==> src/rtl/axis_bram_cmd_sched.sv <==
// Command scheduler for axis_bram: queues read descriptors, issues them one at a time and
// tracks each to its tlast beat. Optional stall watchdog: define AXIS_BRAM_SCHED_TIMEOUT_EN.
module axis_bram_cmd_sched #(
  parameter int unsigned C_AXIS_BRAM_ADDR_WIDTH = 12,
  parameter int unsigned C_CMD_FIFO_DEPTH       = 4,
  parameter int unsigned C_TIMEOUT_CYCLES       = 1024
) (
  input  logic                              clk,
  input  logic                              reset_n,
  input  logic                              cmd_valid,
  output logic                              cmd_ready,
  input  logic [C_AXIS_BRAM_ADDR_WIDTH-1:0] cmd_r_start_index,
  input  logic [C_AXIS_BRAM_ADDR_WIDTH-1:0] cmd_r_length,
  input  logic [C_AXIS_BRAM_ADDR_WIDTH-1:0] cmd_w_start_index,
  output logic                              ctrl_axis_m_start,
  output logic [C_AXIS_BRAM_ADDR_WIDTH-1:0] ctrl_r_start_index,
  output logic [C_AXIS_BRAM_ADDR_WIDTH-1:0] ctrl_r_length,
  output logic [C_AXIS_BRAM_ADDR_WIDTH-1:0] ctrl_w_start_index,
  input  logic                              m_axis_tvalid,
  input  logic                              m_axis_tready,
  input  logic                              m_axis_tlast,
  output logic                              busy,
  output logic                              done,
  output logic [$clog2(C_CMD_FIFO_DEPTH):0] queue_level,
  output logic                              err_len,
  output logic                              err_timeout
);

  localparam int unsigned AW    = C_AXIS_BRAM_ADDR_WIDTH;
  localparam int unsigned DEPTH = C_CMD_FIFO_DEPTH;
  localparam int unsigned PW    = $clog2(DEPTH);
  localparam int unsigned LW    = PW + 1;
  localparam int unsigned BW    = AW + 1;

  if ((DEPTH < 2) || ((DEPTH & (DEPTH - 1)) != 0) || (C_TIMEOUT_CYCLES < 1)) begin : g_bad_params
    $error("axis_bram_cmd_sched: unsupported parameter set");
  end

  typedef struct packed {
    logic [AW-1:0] w_start;
    logic [AW-1:0] r_len;
    logic [AW-1:0] r_start;
  } desc_t;

  typedef enum logic [2:0] {
    ST_IDLE   = 3'd0,
    ST_LAUNCH = 3'd1,
    ST_RUN    = 3'd2,
    ST_DRAIN  = 3'd3,
    ST_RETIRE = 3'd4
  } state_t;

  state_t        r_state, w_next;
  desc_t         r_mem [DEPTH];
  desc_t         w_head;
  logic [PW-1:0] r_wr_ptr, r_rd_ptr;
  logic [LW-1:0] r_level, w_level_nxt;
  logic          r_cmd_ready, r_busy, r_start, r_done, r_err_len, r_drain;
  logic [AW-1:0] r_r_start, r_r_len, r_w_start, r_beat;
  logic [BW-1:0] w_beat_p1;
  logic          w_push, w_pop, w_load, w_done_nxt, w_set_err_len, w_hs;

`ifdef AXIS_BRAM_SCHED_TIMEOUT_EN
  localparam int unsigned TW = $clog2(C_TIMEOUT_CYCLES + 1);
  logic [TW-1:0] r_stall;
  logic          w_stall_hit, w_set_err_to, r_err_to;
`endif

  assign w_hs        = m_axis_tvalid && m_axis_tready;
  assign w_push      = cmd_valid && r_cmd_ready;
  assign w_head      = r_mem[r_rd_ptr];
  assign w_level_nxt = r_level + LW'(w_push) - LW'(w_pop);
  // Widened so a saturated counter never aliases onto a legal length.
  assign w_beat_p1   = BW'(r_beat) + BW'(1);

`ifdef AXIS_BRAM_SCHED_TIMEOUT_EN
  assign w_stall_hit = !w_hs && (r_stall == TW'(C_TIMEOUT_CYCLES - 1));
`endif

  always_ff @(posedge clk or negedge reset_n) begin
    if (!reset_n) r_state <= ST_IDLE;
    else          r_state <= w_next;
  end

  always_comb begin
    w_next        = r_state;
    w_pop         = 1'b0;
    w_load        = 1'b0;
    w_done_nxt    = 1'b0;
    w_set_err_len = 1'b0;
`ifdef AXIS_BRAM_SCHED_TIMEOUT_EN
    w_set_err_to  = 1'b0;
`endif
    unique case (r_state)
      ST_IDLE: begin
        if (r_level != '0) begin
          w_pop = 1'b1;
          // Zero-length descriptors retire immediately without touching axis_bram.
          if (w_head.r_len == '0) begin
            w_done_nxt = 1'b1;
          end else begin
            w_load = 1'b1;
            w_next = ST_LAUNCH;
          end
        end
      end
      ST_LAUNCH: w_next = ST_RUN;
      ST_RUN: begin
        if (w_hs && m_axis_tlast) begin
          w_set_err_len = (w_beat_p1 != BW'(r_r_len));
          w_next        = ST_DRAIN;
        end
`ifdef AXIS_BRAM_SCHED_TIMEOUT_EN
        else if (w_stall_hit) begin
          w_set_err_to = 1'b1;
          w_next       = ST_DRAIN;
        end
`endif
      end
      ST_DRAIN: begin
        if (r_drain) begin
          w_done_nxt = 1'b1;
          w_next     = ST_RETIRE;
        end
      end
      ST_RETIRE: w_next = ST_IDLE;
      default:   w_next = ST_IDLE;
    endcase
  end

  always_ff @(posedge clk) begin
    if (w_push) r_mem[r_wr_ptr] <= '{w_start: cmd_w_start_index, r_len: cmd_r_length,
                                     r_start: cmd_r_start_index};
  end

  always_ff @(posedge clk or negedge reset_n) begin
    if (!reset_n) begin
      r_wr_ptr    <= '0;
      r_rd_ptr    <= '0;
      r_level     <= '0;
      r_cmd_ready <= 1'b0;
      r_busy      <= 1'b0;
      r_start     <= 1'b0;
      r_done      <= 1'b0;
    end else begin
      if (w_push) r_wr_ptr <= r_wr_ptr + 1'b1;
      if (w_pop)  r_rd_ptr <= r_rd_ptr + 1'b1;
      r_level     <= w_level_nxt;
      r_cmd_ready <= (w_level_nxt < LW'(DEPTH));
      r_busy      <= (w_next != ST_IDLE) || (w_level_nxt != '0);
      r_start     <= (w_next == ST_LAUNCH);
      r_done      <= w_done_nxt;
    end
  end

  // Active descriptor, beat tracking and sticky length error.
  always_ff @(posedge clk or negedge reset_n) begin
    if (!reset_n) begin
      r_r_start <= '0;
      r_r_len   <= '0;
      r_w_start <= '0;
      r_beat    <= '0;
      r_drain   <= 1'b0;
      r_err_len <= 1'b0;
    end else begin
      if (w_load) begin
        r_r_start <= w_head.r_start;
        r_r_len   <= w_head.r_len;
        r_w_start <= w_head.w_start;
      end
      if (r_state == ST_LAUNCH) r_beat <= '0;
      else if ((r_state == ST_RUN) && w_hs && (r_beat != '1)) r_beat <= r_beat + 1'b1;
      r_drain <= (r_state == ST_DRAIN) && !r_drain;
      if (w_set_err_len) r_err_len <= 1'b1;
    end
  end

`ifdef AXIS_BRAM_SCHED_TIMEOUT_EN
  always_ff @(posedge clk or negedge reset_n) begin
    if (!reset_n) begin
      r_stall  <= '0;
      r_err_to <= 1'b0;
    end else begin
      if ((r_state != ST_RUN) || w_hs) r_stall <= '0;
      else if (!w_stall_hit)           r_stall <= r_stall + 1'b1;
      if (w_set_err_to) r_err_to <= 1'b1;
    end
  end
  assign err_timeout = r_err_to;
`else
  assign err_timeout = 1'b0;
`endif

  assign cmd_ready          = r_cmd_ready;
  assign ctrl_axis_m_start  = r_start;
  assign ctrl_r_start_index = r_r_start;
  assign ctrl_r_length      = r_r_len;
  assign ctrl_w_start_index = r_w_start;
  assign busy               = r_busy;
  assign done               = r_done;
  assign queue_level        = r_level;
  assign err_len            = r_err_len;

endmodule

==> config.mk <==
export PLATFORM = sky130hd
export DESIGN_NAME = axis_bram_cmd_sched
export DESIGN_NICKNAME = d
export VERILOG_FILES = /design/src/rtl/axis_bram_cmd_sched.sv
export SDC_FILE = /design/constraint.sdc
export NUM_CORES = 1
export LEC_CHECK = 0
export CORE_MARGIN = 3
export CORE_UTILIZATION = 60
export DETAILED_ROUTE_END_ITERATION = 8
export PLACE_DENSITY = 0.87
export SLEW_MARGIN = 5
export SYNTH_ARGS = -nofsm -noshare
export SYNTH_HDL_FRONTEND = slang
export SYNTH_SLANG_ARGS = --single-unit
==> constraint.sdc <==
create_clock -name clk -period 6.69 [get_ports clk]
set_clock_uncertainty 0.2 [all_clocks]
set_input_delay 1.338 -clock clk [delete_from_list [all_inputs] [get_ports clk]]
set_output_delay 1.338 -clock clk [all_outputs]
set_load 0.05 [all_outputs]
==> results.ini <==
[place]
gp_congestion=0.916
dp_hpwl_um=10500
io_buffers=85
dpl_cell_area_um2=9310

[detailed_routing]
vias=4562
drtIter0Drc=487
route.detailed.drc=0
dr.pass1.iters=4
antenna_left=0
wl_per_cell_um=24.3
vias_per_cell=6.10
routed_wl_um=18200

[global_routing]
grt_pass1_wl_um=28200
use_met2_pct=41.2
grt_util_met1_pct=32.9
overflow=0
grt_usage_pct=24.9
grt_max_degree=65
antenna_found_initial=0
top_usage_layer=met2
grt_pass1_vias=4854
grtUsageMet3_pct=5.18

[final_layout]
n_fill_cell=775
final_core_util_pct=75.0
seq_area_um2=5930
mostFrequentLayoutCell=edfxtp_1
drive_gt1_share_pct=20.5
layout_common_cells=edfxtp_1 (144), clkdlybuf4s50_1 (84), dfrtp_1 (62)
fin_nets=605
area_growth_pct=20.8
multi_input_area_um2=2240
post-route-cell-area_um2=10000

[cts]
post-cts-setup-buffers=0
numCtsBuffers=22
hold_buffers=0
cts-root-buf=clkbuf_16
cts_sinks=208
cts_resized=0
clkSlewWorstSetupHoldPaths_ns=0.06
htreeDepth=1
cts_tree=yes
cts_buffer_depth=3
worstSkewPairLatency_ns=0.49

[worst_setup_path]
end_kind=flip-flop
startpoint_type=flip-flop
crit_arrival_ns=4.29
crit_fanout=29
cp_data_required_time_ns=6.86
worstSetupPathType=flip-flop to flip-flop

[die]
coreArea_um2=13400
dieHeight_um=124
dieArea_um2=15300
start_util_pct=62.1
rows=42
pin_count=87
die_width_um=124

[pwr]
pwr-share-comb_pct=34.9
ir_drop_mv=0.335
p_leak_nw=3.57
clockPowerShare_pct=24.8
switching_share_pct=35.5
p_sw_mw=1.73
sequentialPowerShare_pct=40.3
powerDensity_nw_per_um2=485
internal_power_mw=3.14

[timing]
setup_viol_count_final=0
drv_slew=0
hold_slack_ns=0.310
min_period_ns=4.13
final-hold-violation-count=0
rsz0062_at_grt=false
max_freq_mhz=242
tightest_slew_ns=0.991
fin_setup_tns_ns=0
max_slew_margin_pct=34.0
post-route-period-util_pct=61.7

[flow_run]
maxCapViolations=0

[logic_synthesis]
ys_seq_elements=208
ys_warn_count=0
synth_seq_area_share_pct=71.2
synth_cell_types=56
synth_edf_count=144
syn_area_per_cell_um2=17.9
synth_fp_nets=514
syn_area_um2=8320
synthCells=464
synthArstFlopShare_pct=30.8
synth_ff_type=edfxtp_1

[run_status]
status=completed

[min_path]
hold_path.class=flip-flop to flip-flop

[stage by stage]
stage          setup WS (ns)  total power, mW  instances
2_1_floorplan           2.88             3.11        464
3_3_place_gp            2.53             3.61        707
3_5_place_dp            2.41             3.66        707
4_1_cts                 2.48             4.91        747
5_1_grt                 2.31             5.08        747
6_report                2.56             4.87        748
[sequential cells by signal, summed over array words and instances (netlist names)]
register and flops:
busy 1, r_drain 1, queue_level 3, ctrl_axis_m_start 1, done 1, r_state 3, r_mem 144, ctrl_r_length 12
ctrl_r_start_index 12, ctrl_w_start_index 12, cmd_ready 1, r_beat 12, err_len 1, r_wr_ptr 2, r_rd_ptr 2
[cell type report]
type | instances | share of cell area [%]
tap | 176 | 2.19
clock inverter | 13 | 1.38
multi-input combinational | 222 | 22.3
clock buffer | 27 | 5.88
antenna | 1 | 0.0249
sequential | 208 | 59.0
inverter | 12 | 0.448
timing repair buffer | 89 | 8.72
[power groups by stage]
stage	Combinational [mW]	Sequential (mW)	Clock (mW)
2_1_floorplan	0.831	2.28	0
3_3_place_gp	1.64	1.97	0
3_5_place_dp	1.68	1.98	0
4_1_cts	1.72	1.97	1.23
5_1_grt	1.80	2.00	1.27
6_report	1.70	1.96	1.21
[worst paths after layout]
| path | start | endpoint | slack, ns | cells past startpoint |
|---|---|---|---|---|
| max in group asynchronous | reset_n | r_rd_ptr[1]$_DFFE_PN0P_ | 4.85 | 2 |
| min in group asynchronous | reset_n | cmd_ready$_DFF_PN0_ | 0.83 | 2 |
| max | r_rd_ptr[0]$_DFFE_PN0P_ | busy$_DFF_PN0_ | 2.56 | 6 |
| min reg2reg | ctrl_w_start_index[0]$_DFFE_PN0P_ | ctrl_w_start_index[0]$_DFFE_PN0P_ | 0.31 | 1 |
| max reg2reg | r_rd_ptr[0]$_DFFE_PN0P_ | busy$_DFF_PN0_ | 2.56 | 6 |
| min | ctrl_w_start_index[0]$_DFFE_PN0P_ | ctrl_w_start_index[0]$_DFFE_PN0P_ | 0.31 | 1 |
[cell usage after synthesis (4+ instances only)]
cell | instances | area, µm²
edfxtp_1 | 144 | 4320
dfrtp_1 | 64 | 1600
mux4_2 | 36 | 811
mux2_2 | 19 | 214
nand2_1 | 15 | 56.3
a21oi_1 | 12 | 60.1
o21ai_0 | 12 | 60.1
xnor2_1 | 12 | 105
clkbuf_1 | 11 | 41.3
inv_1 | 11 | 41.3
a22o_1 | 9 | 78.8
mux2_4 | 9 | 135
nor3_1 | 8 | 40.0
and3_1 | 7 | 43.8
ha_1 | 7 | 87.6
nand3_1 | 6 | 30.0
nor2_1 | 6 | 22.5
xor2_1 | 6 | 52.6
nor4_1 | 5 | 31.3
buf_2 | 4 | 20.0
nand4_1 | 4 | 25.0
[metal layers]
layer,up-vias,wire length (µm)
met5,-,0
met2,182,9240
met3,44,1350
met4,0,587
li1,2019,-
met1,2317,7030
[critical path, cell delays in order (launching register included)]
cell and delay [ns]:
dfrtp_2 0.86, buf_4 0.46, mux4_2 0.57, or4_4 0.54
o21ai_2 0.43, inv_2 0.45, or3_1 0.47
[cell families after synthesis]
kind of cell	synth area share (%)
compound gates	4.45
flops	71.2
mux	13.9
other cells	0.0451
simple gates	5.22
buf+inv	1.91
xor+xnor	1.90
fa+ha+maj	1.29
(Power assumes the default switching activity.)
